## src/rtl/alu_pkg.sv

```systemverilog
// alu_pkg: shared definitions for the bit-serial ALU sequencer.
//   - ALUcontrol op codes (ALU_AND .. ALU_SLT)
//   - state_t: sequencer FSM states {IDLE, RUN, DONE}
//   - cin_of():   carry-in of bit 0 for a given op (1 for SUB/SLT)
//   - is_arith(): op uses the adder carry chain (ADD/SUB/SLT)
package alu_pkg;

    localparam logic [2:0] ALU_AND  = 3'b000;
    localparam logic [2:0] ALU_OR   = 3'b001;
    localparam logic [2:0] ALU_ADD  = 3'b010;
    localparam logic [2:0] ALU_NOR  = 3'b011;
    localparam logic [2:0] ALU_XOR  = 3'b100;
    localparam logic [2:0] ALU_NAND = 3'b101;
    localparam logic [2:0] ALU_SUB  = 3'b110;
    localparam logic [2:0] ALU_SLT  = 3'b111;

    typedef enum logic [1:0] {
        IDLE = 2'd0,
        RUN  = 2'd1,
        DONE = 2'd2
    } state_t;

    // Subtract-style ops form A + ~B + 1, so they start with carry set.
    function automatic logic cin_of(input logic [2:0] op);
        return (op == ALU_SUB) || (op == ALU_SLT);
    endfunction

    function automatic logic is_arith(input logic [2:0] op);
        return (op == ALU_ADD) || (op == ALU_SUB) || (op == ALU_SLT);
    endfunction

endpackage

```

## src/rtl/alu_serial_bit.sv

```systemverilog
// alu_serial_bit: combinational 1-bit ALU slice.
// Ports:
//   i_a, i_b   operand bits
//   i_cin      carry into this bit
//   i_add_sub  1 = invert B (subtract), 0 = add
//   i_op       ALUcontrol op code
//   o_res      logic/sum result bit for i_op (0 for SLT; the sequencer builds SLT)
//   o_set      raw adder sum bit (used as the SLT "set" at the MSB)
//   o_cout     adder carry out
module alu_serial_bit
    import alu_pkg::*;
(
    input  logic       i_a,
    input  logic       i_b,
    input  logic       i_cin,
    input  logic       i_add_sub,
    input  logic [2:0] i_op,
    output logic       o_res,
    output logic       o_set,
    output logic       o_cout
);

    logic w_b_eff;
    logic w_sum;

    assign w_b_eff = i_b ^ i_add_sub;
    assign w_sum   = i_a ^ w_b_eff ^ i_cin;
    assign o_set   = w_sum;
    assign o_cout  = (i_a & w_b_eff) | (i_cin & (i_a ^ w_b_eff));

    always_comb begin
        o_res = 1'b0;
        case (i_op)
            ALU_AND:  o_res = i_a & i_b;
            ALU_OR:   o_res = i_a | i_b;
            ALU_ADD:  o_res = w_sum;
            ALU_NOR:  o_res = ~(i_a | i_b);
            ALU_XOR:  o_res = i_a ^ i_b;
            ALU_NAND: o_res = ~(i_a & i_b);
            ALU_SUB:  o_res = w_sum;
            default:  o_res = 1'b0;
        endcase
    end

endmodule

```

## src/rtl/alu_serial_seq.sv

```systemverilog
// alu_serial_seq: bit-serial ALU sequencer. Latches op/SrcA/SrcB on accept, then runs one
// alu_serial_bit slice LSB->MSB, one bit per clock, chaining the carry through a register.
// Ports:
//   clk         rising-edge clock
//   reset       synchronous active-low reset
//   start       request, accepted only while ready=1
//   ALUcontrol  op code, sampled on accept
//   SrcA, SrcB  WIDTH-bit operands, sampled on accept
//   ready       1 in IDLE only
//   done        one-cycle pulse, result outputs valid
//   ALUresult   result, held until next accept completes
//   zero        ALUresult == 0
//   cout        final adder carry (0 for logic ops)
//   ovf         signed overflow, only when ALU_SERIAL_OVF_EN is defined
// Build option: ALU_SERIAL_OVF_EN adds the ovf port and makes SLT signed-correct.
module alu_serial_seq
    import alu_pkg::*;
#(
    parameter int unsigned WIDTH = 32
) (
    input  logic             clk,
    input  logic             reset,
    input  logic             start,
    input  logic [2:0]       ALUcontrol,
    input  logic [WIDTH-1:0] SrcA,
    input  logic [WIDTH-1:0] SrcB,
    output logic             ready,
    output logic             done,
    output logic [WIDTH-1:0] ALUresult,
    output logic             zero,
    output logic             cout
`ifdef ALU_SERIAL_OVF_EN
    ,
    output logic             ovf
`endif
);

    localparam int unsigned CW = $clog2(WIDTH);
    localparam logic [CW-1:0] LAST_BIT = CW'(WIDTH - 1);

    state_t           r_state;
    state_t           w_state_next;
    logic [2:0]       r_op;
    logic [WIDTH-1:0] r_a;
    logic [WIDTH-1:0] r_b;
    logic [WIDTH-1:0] r_shift;
    logic [CW-1:0]    r_cnt;
    logic             r_carry;
    logic [WIDTH-1:0] r_result;
    logic             r_zero;
    logic             r_cout;

    logic             w_accept;
    logic             w_last;
    logic             w_bit_res;
    logic             w_bit_set;
    logic             w_bit_cout;
    logic             w_arith;
    logic             w_slt_bit;
    logic [WIDTH-1:0] w_final;

    alu_serial_bit u_bit (
        .i_a       (r_a[0]),
        .i_b       (r_b[0]),
        .i_cin     (r_carry),
        .i_add_sub (cin_of(r_op)),
        .i_op      (r_op),
        .o_res     (w_bit_res),
        .o_set     (w_bit_set),
        .o_cout    (w_bit_cout)
    );

    assign w_accept = (r_state == IDLE) && start;
    assign w_last   = (r_state == RUN) && (r_cnt == LAST_BIT);
    assign w_arith  = is_arith(r_op);

`ifdef ALU_SERIAL_OVF_EN
    logic r_ovf;
    logic w_ovf;
    // At the MSB, r_carry is the carry into the MSB and w_bit_cout the carry out of it.
    assign w_ovf     = w_arith && (r_carry ^ w_bit_cout);
    assign w_slt_bit = w_bit_set ^ w_ovf;
    assign ovf       = r_ovf;
`else
    assign w_slt_bit = w_bit_set;
`endif

    // Final result as it stands once the MSB slice output is shifted in.
    assign w_final = (r_op == ALU_SLT) ? {{(WIDTH-1){1'b0}}, w_slt_bit}
                                       : {w_bit_res, r_shift[WIDTH-1:1]};

    always_ff @(posedge clk) begin
        if (!reset) begin
            r_state <= IDLE;
        end else begin
            r_state <= w_state_next;
        end
    end

    always_comb begin
        w_state_next = r_state;
        case (r_state)
            IDLE:    if (start) w_state_next = RUN;
            RUN:     if (r_cnt == LAST_BIT) w_state_next = DONE;
            DONE:    w_state_next = IDLE;
            default: w_state_next = IDLE;
        endcase
    end

    always_ff @(posedge clk) begin
        if (!reset) begin
            r_op     <= ALU_AND;
            r_a      <= '0;
            r_b      <= '0;
            r_shift  <= '0;
            r_cnt    <= '0;
            r_carry  <= 1'b0;
            r_result <= '0;
            r_zero   <= 1'b0;
            r_cout   <= 1'b0;
`ifdef ALU_SERIAL_OVF_EN
            r_ovf    <= 1'b0;
`endif
        end else if (w_accept) begin
            r_op    <= ALUcontrol;
            r_a     <= SrcA;
            r_b     <= SrcB;
            r_cnt   <= '0;
            r_carry <= cin_of(ALUcontrol);
        end else if (r_state == RUN) begin
            r_a     <= r_a >> 1;
            r_b     <= r_b >> 1;
            r_shift <= {w_bit_res, r_shift[WIDTH-1:1]};
            r_carry <= w_bit_cout;
            r_cnt   <= r_cnt + CW'(1);
            if (w_last) begin
                r_result <= w_final;
                r_zero   <= (w_final == '0);
                r_cout   <= w_arith && w_bit_cout;
`ifdef ALU_SERIAL_OVF_EN
                r_ovf    <= w_ovf;
`endif
            end
        end
    end

    assign ready     = (r_state == IDLE);
    assign done      = (r_state == DONE);
    assign ALUresult = r_result;
    assign zero      = r_zero;
    assign cout      = r_cout;

endmodule

```

## config.mk

```make
export PLATFORM = sky130hd
export DESIGN_NAME = alu_serial_seq
export DESIGN_NICKNAME = d
export VERILOG_FILES = /design/src/rtl/alu_pkg.sv /design/src/rtl/alu_serial_bit.sv /design/src/rtl/alu_serial_seq.sv
export SDC_FILE = /design/constraint.sdc
export NUM_CORES = 1
export LEC_CHECK = 0
export ABC_AREA = 1
export CAP_MARGIN = 20
export CORE_ASPECT_RATIO = 0.6
export CORE_MARGIN = 5
export CORE_UTILIZATION = 47
export DETAILED_ROUTE_END_ITERATION = 16
export GPL_ROUTABILITY_DRIVEN = 0
export HOLD_SLACK_MARGIN = 0.15
export MAX_ROUTING_LAYER = met4
export PLACE_DENSITY = 0.78
export SYNTH_ARGS = -nofsm -noshare
export SYNTH_HDL_FRONTEND = slang
export SYNTH_HIERARCHICAL = 1
export SYNTH_SLANG_ARGS = --single-unit
```

## constraint.sdc

```tcl
create_clock -name clk -period 2 [get_ports clk]
set_clock_uncertainty 0.1 [all_clocks]
set_input_delay 0.4 -clock clk [delete_from_list [all_inputs] [get_ports clk]]
set_output_delay 0.4 -clock clk [all_outputs]
set_load 0.01 [all_outputs]
```

**After elaboration in Yosys (flattened, before gate mapping)**

Index checks and enable logic that the tools add are counted.

- Bits in registers: 141
- Output and inout port bits: 36

- Multiplexer cells: 11
- Bitwise logic cells: 13
- Equality and inequality tests: 14
- Add/sub/neg operators: 1
- Reduce and logical (&&, ||, !) cells: 16

Operator list:

| operator | count |
|---|---|
| $mux 32 | 5 |
| $logic_not 32->1 | 1 |
| $eq 3x3->1 const B | 6 |
| $eq 3x2->1 const B | 2 |
| $pmux 1 s6 | 1 |
| $add 5x1->5 const B | 1 |
| $eq 5x5->1 const B | 1 |
| $logic_or 1x1->1 | 4 |
| $mux 2 | 2 |
| $ne 2x2->1 const B | 2 |
| $not 1->1 | 4 |
| $pmux 2 s2 | 1 |
| $reduce_and 2->1 | 2 |
| $reduce_or 2->1 | 2 |
| $xor 1x1->1 | 4 |
| $and 1x1->1 | 3 |
| $eq 3x1->1 const B | 1 |
| $logic_and 1x1->1 | 3 |
| $logic_not 3->1 | 1 |
| $reduce_and 3->1 | 1 |
| $eq 2x1->1 const B | 1 |
| $eq 2x2->1 const B | 1 |
| $logic_not 2->1 | 1 |
| $mux 1 | 2 |
| 2 further kinds | 3 |

**Depth between registers and ports, before layout**

Gate-level depths: netlist of the first run.

- Depth in word-level cells: 8
- Gate-level depth with buffers: 16
- Gate-level depth less buffers: 16

**Modules after synthesis**

The synthesis of the first run kept the hierarchy.

By module, submodules not included:

| module | cells each | times used | area an instance (um2) |
|---|---|---|---|
| alu_serial_seq | 732 | 1 | 5470.2 |
| alu_serial_bit | 26 | 1 | 148.9 |

**Worst setup path before layout of the first run**

No wires, ideal clock.

- Kind: register -> register
- Start: register r_op[1]
- End: register r_zero, in the netlist zero
- Cell stages (with the launch flop): 17
- Arrival time: 2001 ps
- Period minus slack after synthesis: 2166 ps
- Data required time: 1835 ps
- Slack: -166 ps
- Library setup time: 65 ps
- Path through: dfxtp_1 nand2_1 inv_1 xnor2_1 fa_1 inv_1 nand2_1 nand2_1 nor2_1 nand2_1 o21ai_1 nand3_1 nor2_1 nand2_1 nor2_1 nor2_1 nor2_1

- Cells in the longest elaborated chain, start to end: 8

Ends and longest elaborated chain:

| what | RTL line | RTL |
|---|---|---|
| start: declaration | alu_serial_seq.sv:43 | `logic [2:0] r_op;` |
| start signal: assignment | alu_serial_seq.sv:125 | `r_op <= ALUcontrol;` |
| $eq 3x3->1 | alu_pkg.sv:25 | `return (op == ALU_SUB) \|\| (op == ALU_SLT);` |
| $logic_or 1x1->1 * | alu_pkg.sv:25 |  |
| $xor 1x1->1 * | alu_serial_bit.sv:26 | `assign w_b_eff = i_b ^ i_add_sub;` |
| $xor 1x1->1 * (2 in series) | alu_serial_bit.sv:27 | `assign w_sum = i_a ^ w_b_eff ^ i_cin;` |
| net w_bit_set | alu_serial_seq.sv:56 | `logic w_bit_set;` |
| $pmux 1 s6 * | alu_serial_bit.sv:33 | `case (i_op)` |
| net w_bit_res | alu_serial_seq.sv:55 | `logic w_bit_res;` |
| $mux 32 * | alu_serial_seq.sv:89 | `assign w_final = (r_op == ALU_SLT) ? {{(WIDTH-1){1'b0}}, w_slt_bit}` |
| $logic_not 32->1 * | alu_serial_seq.sv:138 | `r_zero <= (w_final == '0);` |
| end signal: assignment | alu_serial_seq.sv:138 |  |
| end: declaration | alu_serial_seq.sv:50 | `logic r_zero;` |

Mark *: on every way through the listed nets, which the timed path passes. The rest lies on a longest branch.
A chain may end at the register's enable or synchronous reset.

**Worst setup path in the final report of the first run**

Same ends and word-level chain as after synthesis.

==> flow_metrics.env, run 1 <==
export IMPL_min_to="r_b[31]$_SDFFE_PN0P_"
export IMPL_wire_per_inst_microns=14.2
export IMPL_ir_drop_mv=0.679
export IMPL_ant_nets=0
export IMPL_critical_path_cell_chain="nand2_2 > inv_2 > xnor2_2 > fa_1 > inv_1 > nand2_1 > nand2_1 > nor2_1 > nand2_1 > o21ai_1 > nand3_1 > nor2_1 > nand2_1 > nor2_1 > nor2_1 > nor2_1"
export IMPL_utilization=0.648
export IMPL_drtIter0Drc=436
export IMPL_synth_xor_area_frac=0.00312
export IMPL_leakage_nw=2.82
export IMPL_critical_path_buf_inv_count=2
export IMPL_yosys_area_share_simple=0.245
export IMPL_violations="negative setup slack"
export IMPL_worst_pin_slew_ns=0.363
export IMPL_worstSetupEndpointType="register"
export IMPL_synth_compound_gate_area_share=0.178
export IMPL_rows=30
export IMPL_antenna_found_initial=0
export IMPL_ios=106
export IMPL_cts_hold_buffers=0
export IMPL_hp_class="reg -> reg"
export IMPL_fin_crit_sh=1.07
export IMPL_final_cell_mix="nand2_1, dfxtp_1, nor2_1, clkdlybuf4s50_1, o21ai_0"
export IMPL_start_kind="register"
export IMPL_numPortBuffers=105
export IMPL_htreeDepth=4
export IMPL_core_area_sq_mm=0.0115
export IMPL_syn2layout_area_growth_pct=32.5
export IMPL_finalWirelength_microns=14600
export IMPL_holdWs_ns=0.367
export IMPL_cpLargestDelayFamily="simple AND/OR/NAND/NOR gates"
export IMPL_reg2reg_slack_ns=-0.14
export IMPL_drive_gt1_frac=0.0789
export IMPL_syn_area_per_cell_sq_um=7.41
export IMPL_clk_latency_ns=0.41
export IMPL_hp_start="r_b[31]$_SDFFE_PN0P_"
export IMPL_synth_nets=833
export IMPL_cts_tree="built"
export IMPL_vias_per_cell=5.30
export IMPL_cts_root_buf="clkbuf_16"
export IMPL_period_needed_ns=2.14
export IMPL_outcome="complete, but fails checks"
export IMPL_cp_common_cell="nor2_1"
export IMPL_drc=0
export IMPL_cp_required_ns=2.24
export IMPL_post_cts_buffers=0
export IMPL_seq_area_frac_synth=0.499
export IMPL_path_class="reg -> reg"
export IMPL_clock_fmax_mhz=468
export IMPL_setup_viol=1
export IMPL_synthMuxAreaShare=0
export IMPL_dp_hpwl_microns=9600
export IMPL_r2r_end="zero$_SDFFE_PN0P_"
export IMPL_synth_cell_type_count=26
export IMPL_slowest_stage="fa_1"
export IMPL_antenna_cells=0
export IMPL_fp_dieW_microns=151
export IMPL_maxSlewHeadroom=0.758
export IMPL_r2r_start="r_op[1]$_SDFFE_PN0P_"
export IMPL_grt_use_total=0.218
export IMPL_die_h_microns=94.7
export IMPL_holdPathStages=2
export IMPL_start_util=0.489
export IMPL_vias=5412
export IMPL_fill_cells=977
export IMPL_powerDensity_mw_per_mm2=922
export IMPL_yosys_area_share_adder=0.0125
export IMPL_ys_seq_elements=140
export IMPL_yosysWarnings=6
export IMPL_netlist_area_sq_mm=0.00562
export IMPL_grt_max_degree=65
export IMPL_r2r_cells=16
export IMPL_dpl_cell_area_sq_mm=0.00685
export IMPL_cp_arrival_ns=2.38
export IMPL_dieArea_sq_mm=0.0143
export IMPL_crit_fanout=2
export IMPL_grt_pass1_wl_microns=24500
export IMPL_rsz0062_at_grt="yes"
export IMPL_maxSlewViolCount=0
export IMPL_dr_pass1_iters=5
export IMPL_synth_cells=758
export IMPL_fin_nets=924
export IMPL_clkTransAtPathRegs_ns=0.06
export IMPL_hold_viol=0
export IMPL_grt_pass1_vias=5103
export IMPL_cts_made_buffers=17
export IMPL_critical_path_max_stage_delay_ns=0.48
export IMPL_tritoncts_num_sinks=140
export IMPL_overflow=0
export IMPL_fin_ws_ns=-0.135
export IMPL_final_common_cell="nand2_1"
export IMPL_synth_top_family_by_area="simple AND/OR/NAND/NOR gates"
export IMPL_cap_violations=0
export IMPL_fin_area_sq_mm=0.00745
export IMPL_place_ws_ns=-0.109
export IMPL_clockBufferDepth=2
[layer usage]
metal	up-vias	global-route usage	wire length (microns)
met1	2542	0.294	6920
li1	2684	-	-
met4	0	0.0784	204
met5	-	-	0
met3	20	0.0379	800
met2	166	0.332	6640
[area by class of cell]
class / count / area [sq um] / share of cell area
Clock inverter: 10 / 87.6 / 0.0118
Timing Repair Buffer: 124 / 1270 / 0.171
Multi-Input combinational cell: 541 / 2480 / 0.334
Clock buffer: 22 / 495 / 0.0665
Tap cell: 160 / 200 / 0.0269
Sequential cell: 140 / 2810 / 0.377
Inverter: 25 / 96.3 / 0.0129
[power by group]
part,internal (W),switching [W]
combinational,0.000340,0.000418
clock,0.00188,0.00118
sequential,0.00295,0.000106
[synth_stat cells, drive strengths merged]
| cell | number | area [sq um] |
|---|---|---|
| nand4 | 3 | 18.8 |
| nand2 | 224 | 846 |
| xor2 | 1 | 8.76 |
| ha | 4 | 50.1 |
| dfxtp | 140 | 2800 |
| nand3 | 13 | 77.6 |
| nor2 | 108 | 420 |
| a31oi | 62 | 388 |
| fa | 1 | 20.0 |
| a21oi | 40 | 200 |
| xnor2 | 1 | 8.76 |
| buf | 23 | 149 |
| inv | 25 | 93.8 |
| o21ai | 80 | 404 |
| clkbuf | 29 | 109 |
| nor3 | 3 | 15.0 |
| o211ai | 1 | 7.51 |
[flip-flops by register name, summed over array words and instances (netlist names)]
signal,count
ALUresult,32
r_a,32
r_b,32
r_shift,31
r_cnt,5
r_op,3
r_state,2
cout,1
r_carry,1
zero,1
[metrics by stage]
| step | TNS [ns] | total power, W | instances |
|---|---|---|---|
| global placement | -0.0474 | 0.00381 | 990 |
| detailed placement | -0.109 | 0.00385 | 990 |
| floorplan | 0 | 0.00354 | 758 |
| CTS | -0.126 | 0.00691 | 1022 |
| finish | -0.135 | 0.00687 | 1022 |
| global route | -0.360 | 0.00716 | 1022 |
[worst min-delay path, cell delays in order, from the launching register on]
cell and delay [ns]:
dfxtp_1 0.31, nand2_1 0.06, a21oi_1 0.05
[cells by family after synthesis]
| kind of cell | count (synthesis) |
|---|---|
| AND/OR/NAND/NOR | 351 |
| XOR/XNOR | 2 |
| buffers and inverters | 77 |
| flip-flops | 140 |
| AO/OA/AOI/OAI | 183 |
| adder cells (fa/ha/maj) | 5 |
[worst max-delay path by stage]
| stage | depth (start not counted) | end | start |
|---|---|---|---|
| 3_5_place_dp | 16 | zero$_SDFFE_PN0P_ | r_op[1]$_SDFFE_PN0P_ |
| 6_report | 16 | zero$_SDFFE_PN0P_ | r_op[1]$_SDFFE_PN0P_ |
| 4_1_cts | 16 | zero$_SDFFE_PN0P_ | r_op[1]$_SDFFE_PN0P_ |
| 5_1_grt | 16 | zero$_SDFFE_PN0P_ | r_op[1]$_SDFFE_PN0P_ |
| 2_1_floorplan | 16 | zero$_SDFFE_PN0P_ | r_op[1]$_SDFFE_PN0P_ |
| 3_3_place_gp | 16 | zero$_SDFFE_PN0P_ | r_op[1]$_SDFFE_PN0P_ |
[timing repair]
action	CTS	global route
pin swaps	1	2
endpoints found under the setup margin	3	17
resized for setup	2	5
No activity file was read; power rests on OpenSTA's default activity.
==> inputs of run 2 (changes only) <==
--- a/config.mk
+++ b/config.mk
@@ -17,5 +17,4 @@
 export PLACE_DENSITY = 0.78
 export SYNTH_ARGS = -nofsm -noshare
 export SYNTH_HDL_FRONTEND = slang
-export SYNTH_HIERARCHICAL = 1
 export SYNTH_SLANG_ARGS = --single-unit
==> flow_metrics.env, run 2 <==
export IMPL_cts_tree="built"
export IMPL_dp_cells=976
export IMPL_hp_class="reg -> reg"
export IMPL_dr_pass1_iters=5
export IMPL_final_common_cell="nand2_1"
export IMPL_fin_ws_ns=0.000832
export IMPL_grt_use_total=0.212
export IMPL_synth_cell_type_count=26
export IMPL_finalWirelength_microns=14500
export IMPL_worstSetupEndpointType="register"
export IMPL_synth_cells=747
export IMPL_synth_top_area_frac=0.503
export IMPL_drc=0
export IMPL_cp_required_ns=2.23
export IMPL_fp_dieW_microns=151
export IMPL_yosysTopAreaCell="dfxtp_1"
export IMPL_cts_hold_buffers=0
export IMPL_htreeDepth=4
export IMPL_fin_crit_sh=1.00
export IMPL_drtIter0Drc=381
export IMPL_tritoncts_num_sinks=140
export IMPL_worst_pin_slew_ns=0.469
export IMPL_fin_area_sq_mm=0.00745
export IMPL_rsz0062_at_grt="yes"
export IMPL_vias_per_cell=5.24
export IMPL_rows=30
export IMPL_maxSlewHeadroom=0.686
export IMPL_path_class="reg -> reg"
export IMPL_period_needed_ns=2.00
export IMPL_yosysWarnings=0
export IMPL_numPortBuffers=105
export IMPL_clockBufferDepth=2
export IMPL_hold_viol=0
export IMPL_dp_hpwl_microns=9470
export IMPL_vias=5290
export IMPL_ios=106
export IMPL_die_h_microns=94.4
export IMPL_crit_fanout=5
export IMPL_cap_violations=0
export IMPL_ys_seq_elements=140
export IMPL_fin_cells=1010
export IMPL_outcome="finished clean"
export IMPL_seq_area_frac_synth=0.503
export IMPL_clkTransAtPathRegs_ns=0.06
export IMPL_setup_viol=0
export IMPL_overflow=0
export IMPL_cts_made_buffers=17
export IMPL_place_ws_ns=0.0241
export IMPL_cp_arrival_ns=2.23
export IMPL_final_cell_mix="nand2_1, dfxtp_1, clkdlybuf4s50_1"
export IMPL_dieArea_sq_mm=0.0142
export IMPL_netlist_area_sq_mm=0.00557
export IMPL_clk_latency_ns=0.40
export IMPL_ant_nets=0
export IMPL_fin_nets=912
export IMPL_synth_edff_count=0
export IMPL_clock_fmax_mhz=500
export IMPL_antenna_cells=0
export IMPL_grt_pass1_wl_microns=23900
export IMPL_ys_top_cells_by_count="nand2_1, dfxtp_1, nor2_1"
export IMPL_syn2layout_area_growth_pct=33.6
export IMPL_synthArstFlopShare=0
export IMPL_leakage_nw=2.82
export IMPL_synth_area_leaders="dfxtp_1, nand2_1, a31oi_1, nor2_1, o21ai_0"
export IMPL_grt_max_degree=70
export IMPL_syn_area_per_cell_sq_um=7.46
export IMPL_synth_nets=822
export IMPL_core_area_sq_mm=0.0114
export IMPL_drive_gt1_frac=0.0859
export IMPL_synth_main_ff_cell="dfxtp_1"
export IMPL_total_power_w=0.00709
export IMPL_ir_drop_mv=0.646
export IMPL_start_kind="register"
export IMPL_start_util=0.487
export IMPL_dpl_cell_area_sq_mm=0.00676
export IMPL_grt_pass1_vias=5024
export IMPL_synth_most_common_cell="nand2_1"
export IMPL_powerDensity_mw_per_mm2=952
export IMPL_antenna_found_initial=0
export IMPL_wire_per_inst_microns=14.4
export IMPL_maxSlewViolCount=0
export IMPL_cts_root_buf="clkbuf_16"
==> run 2: cell types whose count changed in the layout (fill, tap and decap cells not counted), moves of 3 or more <==
cell       change
nand2_1        -4
inv_1          -4
bufinv_16      +3
a21oi_1        +3
nor2_1         -7
nand3_1        -6
==> run 2: final timing paths <==
path	startpoint	endpoint	slack (ns)	cells past startpoint
max	r_op[1]$_SDFFE_PN0P_	zero$_SDFFE_PN0P_	0.0008	10
min	r_b[31]$_SDFFE_PN0P_	r_b[31]$_SDFFE_PN0P_	0.37	2
max reg2reg	r_op[1]$_SDFFE_PN0P_	zero$_SDFFE_PN0P_	0.0008	10
min reg2reg	r_b[31]$_SDFFE_PN0P_	r_b[31]$_SDFFE_PN0P_	0.37	2
==> run 2: cell families (layout without fill, tap and decap cells) <==
logic type | after synthesis | in the layout | share of synthesized area
and+or+nand+nor | 335 | 335 | 0.233
AOI/OAI and AO/OA | 191 | 191 | 0.190
DFF | 140 | 140 | 0.503
buffers and inverters | 74 | 177 | 0.0590
adders and majority gates | 5 | 5 | 0.0126
xor gates and xnor gates | 2 | 2 | 0.00314
==> run 2: power by group <==
group / switching (W) / internal, W / total (W)
sequential: 0.000118 / 0.00295 / 0.00306
clock: 0.00115 / 0.00215 / 0.00330
combinational: 0.000398 / 0.000322 / 0.000719
==> run 2: critical path, cell delays in order (launching register included) <==
cell	delay (ns)
dfxtp_4	0.38
nand2_4	0.06
xor2_2	0.17
fa_1	0.49
nand4_1	0.12
nand3_2	0.10
nor2_2	0.12
nand2_1	0.06
nor2_1	0.14
nand2_1	0.09
a21oi_2	0.12
==> run 2: area by class of cell <==
cell class	count	area [sq um]
clock inverters	11	166
well taps	160	200
clock buffers	21	460
inverters	21	81.3
fillers	950	4000
repair buffers	124	1240
flip-flops and latches	140	2810
multi-input cells	533	2480
==> run 2: metrics by stage <==
stage / utilization / setup TNS, ns / hold WS (ns)
after global placement: 0.590 / 0 / 0.350
after CTS: 0.645 / 0 / 0.370
after global routing: 0.650 / -0.0887 / 0.394
final: 0.650 / 0 / 0.366
after detailed placement: 0.590 / 0 / 0.361
after floorplan: - / 0 / 0.335
==> run 2: per-layer routing <==
layer,share of wire,track usage,vias to the layer above
met5,0,-,-
met4,0.012,0.0611,0
met3,0.058,0.0460,17
met2,0.44,0.312,180
met1,0.49,0.294,2443
li1,-,-,2650
==> run 2: timing repair <==
item,in CTS,in global routing
setup buffers,0,2
pin swaps,2,6
setup endpoints to repair,1,32
resized for setup,2,13
==> inputs of run 3 (changes only) <==
--- a/config.mk
+++ b/config.mk
@@ -9,12 +9,12 @@
 export CAP_MARGIN = 20
 export CORE_ASPECT_RATIO = 0.6
 export CORE_MARGIN = 5
-export CORE_UTILIZATION = 47
+export CORE_UTILIZATION = 33
 export DETAILED_ROUTE_END_ITERATION = 16
 export GPL_ROUTABILITY_DRIVEN = 0
 export HOLD_SLACK_MARGIN = 0.15
 export MAX_ROUTING_LAYER = met4
-export PLACE_DENSITY = 0.78
+export PLACE_DENSITY = 0.59
 export SYNTH_ARGS = -nofsm -noshare
 export SYNTH_HDL_FRONTEND = slang
 export SYNTH_SLANG_ARGS = --single-unit
==> flow_metrics.env, run 3 (synthesis gave the netlist of run 2 again) <==
export IMPL_antenna_found_initial=0
export IMPL_utilization=0.458
export IMPL_start_kind="register"
export IMPL_cts_root_buf="clkbuf_16"
export IMPL_rows=36
export IMPL_period_needed_ns=1.90
export IMPL_cts_made_buffers=17
export IMPL_fill_cells=1691
export IMPL_cts_tree="built"
export IMPL_holdWs_ns=0.345
export IMPL_setup_viol=0
export IMPL_crit_fanout=2
export IMPL_setup_tns_ns=0
export IMPL_vias_per_cell=4.69
export IMPL_dieArea_sq_mm=0.0197
export IMPL_clockBufferDepth=2
export IMPL_maxSlewViolCount=0
export IMPL_worst_pin_slew_ns=0.544
export IMPL_clkTransAtPathRegs_ns=0.06
export IMPL_ir_drop_mv=0.562
export IMPL_final_common_cell="nand2_1"
export IMPL_cap_violations=0
export IMPL_dpl_cell_area_sq_mm=0.00688
export IMPL_path_class="reg -> out"
export IMPL_antenna_cells=0
export IMPL_final_cell_mix="nand2_1, dfxtp_1, clkdlybuf4s50_1"
export IMPL_cpLargestDelayFamily="buffers and inverters"
export IMPL_clock_fmax_mhz=527
export IMPL_cp_required_ns=1.50
export IMPL_cp_arrival_ns=1.40
export IMPL_maxSlewHeadroom=0.637
export IMPL_critical_path_cell_chain="clkdlybuf4s50_1"
export IMPL_leakage_nw=2.83
export IMPL_syn2layout_area_growth_pct=34.6
export IMPL_fin_nets=915
export IMPL_critical_path_buf_inv_count=1
export IMPL_hp_class="in -> reg"
export IMPL_drive_gt1_frac=0.0868
export IMPL_drtIter0Drc=390
export IMPL_vias=5068
export IMPL_grt_pass1_vias=4818
export IMPL_drc=0
export IMPL_dp_hpwl_microns=9530
export IMPL_core_area_sq_mm=0.0164
export IMPL_slowest_stage="clkdlybuf4s50_1"
export IMPL_powerDensity_mw_per_mm2=917
export IMPL_fin_area_sq_mm=0.00750
export IMPL_wire_per_inst_microns=13.6
export IMPL_htreeDepth=4
export IMPL_ios=106
export IMPL_numPortBuffers=105
export IMPL_clk_latency_ns=0.41
export IMPL_cts_hold_buffers=0
export IMPL_fp_dieW_microns=178
export IMPL_outcome="finished clean"
export IMPL_worstSetupEndpointType="output pin"
export IMPL_dr_pass1_iters=5
export IMPL_finalWirelength_microns=14700
export IMPL_start_util=0.340
export IMPL_grt_pass1_wl_microns=24200
export IMPL_fin_crit_sh=0.949
export IMPL_tritoncts_num_sinks=140
export IMPL_grt_use_total=0.153
export IMPL_overflow=0
export IMPL_hold_viol=0
export IMPL_critical_path_max_stage_delay_ns=0.58
export IMPL_die_h_microns=111
export IMPL_grt_max_degree=69
export IMPL_ant_nets=0
## run 3: changes by cell type in the layout (fill, tap and decap cells not counted), sizes merged, moves of 2 or more
cell,previous run,this run
buf,20,23
clkinv,7,3
inv,21,30
clkdlybuf4s50,104,102
dlymetal6s2s,0,2
bufinv,4,1
clkbuf,21,18
## run 3: metrics by stage
stage               cells  total power [W]  worst slack, ns
finish               1081          0.00688            0.101
global route         1081          0.00719          -0.0393
CTS                  1079          0.00696          0.00212
detailed placement   1047          0.00383           0.0118
global placement     1047          0.00383           0.0746
floorplan             747          0.00352            0.159
## run 3: final timing paths
kind	start	to	slack, ns	cells past startpoint
setup / recovery	ALUresult[0]$_SDFFE_PN0P_	ALUresult[0]	0.10	1
hold / removal	reset	zero$_SDFFE_PN0P_	0.35	3
setup reg to reg	r_cnt[1]$_SDFFE_PP0P_	ALUresult[25]$_SDFFE_PN0P_	0.14	10
hold reg to reg	r_a[31]$_SDFFE_PN0P_	r_a[31]$_SDFFE_PN0P_	0.37	2
## run 3: what timing repair did
item / 4_1_cts / 5_1_grt
setup endpoints to repair: 3 / 36
gates resized for setup: 1 / 7
hold endpoints to repair: 0 / 0
buffers inserted: 0 / 3
pin swaps: 0 / 3
## run 3: cell type report
class	count	area (sq um)	share of cell area
Sequential cell	140	2810	0.374
Multi-Input combinational cell	533	2470	0.329
Timing Repair Buffer	127	1280	0.170
Inverter	21	82.6	0.0110
Tap cell	228	285	0.0380
Clock buffer	18	439	0.0585
Clock inverter	14	146	0.0195
## run 3: routing by layer
metal	global-route usage	vias up	routed length, microns
met3	0.0440	6	754
met5	-	-	0
li1	-	2662	-
met2	0.188	113	5380
met4	0.0294	0	53
met1	0.243	2287	8480
## run 3: power by group
| group | leakage (nW) | switching (W) | internal, W | total (W) |
|---|---|---|---|---|
| Clock | 0.289 | 0.00132 | 0.00180 | 0.00312 |
| Sequential | 1.15 | 0.000107 | 0.00294 | 0.00305 |
| Combinational | 1.39 | 0.000391 | 0.000324 | 0.000714 |
==> RTL change: new RTL, config.mk and constraints of run 1 <==
Set the parameter `WIDTH` to 16 (it was 32).
--- a/src/rtl/alu_serial_seq.sv
+++ b/src/rtl/alu_serial_seq.sv
@@ -16,7 +16,7 @@
 module alu_serial_seq
     import alu_pkg::*;
 #(
-    parameter int unsigned WIDTH = 32
+    parameter int unsigned WIDTH = 16
 ) (
     input  logic             clk,
     input  logic             reset,
Interface: changed (resized ALUresult, SrcA and SrcB); port bits go from 106 to 58. No check against the original RTL was run, so the function may have changed too.
==> RTL change against run 1 <==
  * Worst setup slack better by 0.15 ns
  * Design area down 46%
  * Area after synthesis down 44%
  * Wire length down 49%
  * Maximum frequency up 7.8%
  * Total power down 50%
  * Sequential share of layout area down 0.34 points
  * Utilization down 3.7 points
  * Combinational power down 46%
  * Sequential power down 47%
  * Critical path depth down 2
  * Sequential cell count down 65
  * Non-clock buffer count down 59
  * Largest cell class unchanged
==> RTL change: results (changes against run 1) <==
\begin{tabular}{lr}
\hline
Metric & Value \\
\hline
\multicolumn{2}{l}{\textbf{Outcome}} \\
\quad Status & finished, final reports clean (was finished, violations left) \\
\multicolumn{2}{l}{\textbf{Layout}} \\
\quad Growth of design area from synthesis to finish & 27.71\% (was 32.51\%) \\
\quad Fill cell instance count of the final layout & 578 (was 977) \\
\multicolumn{2}{l}{\textbf{GRT}} \\
\quad Overall fraction of global-route tracks in use & 0.1858 (was 0.2183) \\
\quad Pin count of the biggest net entering global routing & 37 (was 65) \\
\multicolumn{2}{l}{\textbf{STA}} \\
\quad Minimum clock period & 1.981 ns (was 2.135 ns) \\
\multicolumn{2}{l}{\textbf{Clocking}} \\
\quad Number of resized instances in the post-cts repair step & 0 (was 2) \\
\quad Root buffer cell & sky130\_fd\_sc\_hd\_\_clkbuf\_8 (was sky130\_fd\_sc\_hd\_\_clkbuf\_16) \\
\multicolumn{2}{l}{\textbf{Detailed routing}} \\
\quad Routed WL & 7.369 mm (was 14.56 mm) \\
\multicolumn{2}{l}{\textbf{Synthesis}} \\
\quad Adder and majority cell fraction of the synthesized area & 0.01826 (was 0.01247) \\
\quad Synthesized-area fraction occupied by xor and xnor cells & 0.002779 (was 0.003117) \\
\quad Syn nets & 457 (was 833) \\
\quad Post-synthesis compound-gate area fraction & 0.1715 (was 0.1779) \\
\quad Post-synthesis sequential area ratio & 0.4764 (was 0.4988) \\
\multicolumn{2}{l}{\textbf{Power and ir drop}} \\
\quad Leakage power & 1.555 nW (was 2.823 nW) \\
\multicolumn{2}{l}{\textbf{Worst hold path}} \\
\quad Hold EP & r\_b[15] (was r\_b[31]) \\
\quad Worst hold path startpoint & r\_b[15] (was r\_b[31]) \\
\multicolumn{2}{l}{\textbf{Placement}} \\
\quad Placed Instance Area & 3775 µm² (was 6850 µm²) \\
\quad Cell count after placement & 544 (was 990) \\
\quad Half-perimeter wire length of the detailed placement result & 4.918 mm (was 9.597 mm) \\
\hline
\end{tabular}
## RTL change: kinds of logic (layout without fill, tap and decap cells)
kind of cell | Yosys count | in the layout
simple gates | 194 | 194
compound gates | 99 | 99
flops | 75 | 75
buf+inv | 42 | 100
fa+ha+maj | 4 | 4
xor+xnor | 1 | 1
## RTL change: routing by layer
layer | vias to the layer above | GRT usage | share of wire
met5 | - | - | 0
met4 | 0 | 0.07207 | 0.016
met3 | 13 | 0.04938 | 0.061
met2 | 83 | 0.2910 | 0.47
met1 | 1353 | 0.2314 | 0.46
li1 | 1470 | - | -
## RTL change: report_power, final
part,switching (mW),leakage [nW],internal [mW]
Sequential,0.0579,0.614,1.57
Combinational,0.227,0.818,0.181
Clock,0.540,0.123,0.859
Total,0.825,1.56,2.61
## RTL change: layout make-up
class | count | area share
clock inverters | 5 | 0.02487
clock buffers | 11 | 0.03513
flip-flops and latches | 75 | 0.3736
well taps | 87 | 0.02704
inverters | 19 | 0.02145
multi-input cells | 298 | 0.3513
repair buffers | 65 | 0.1666
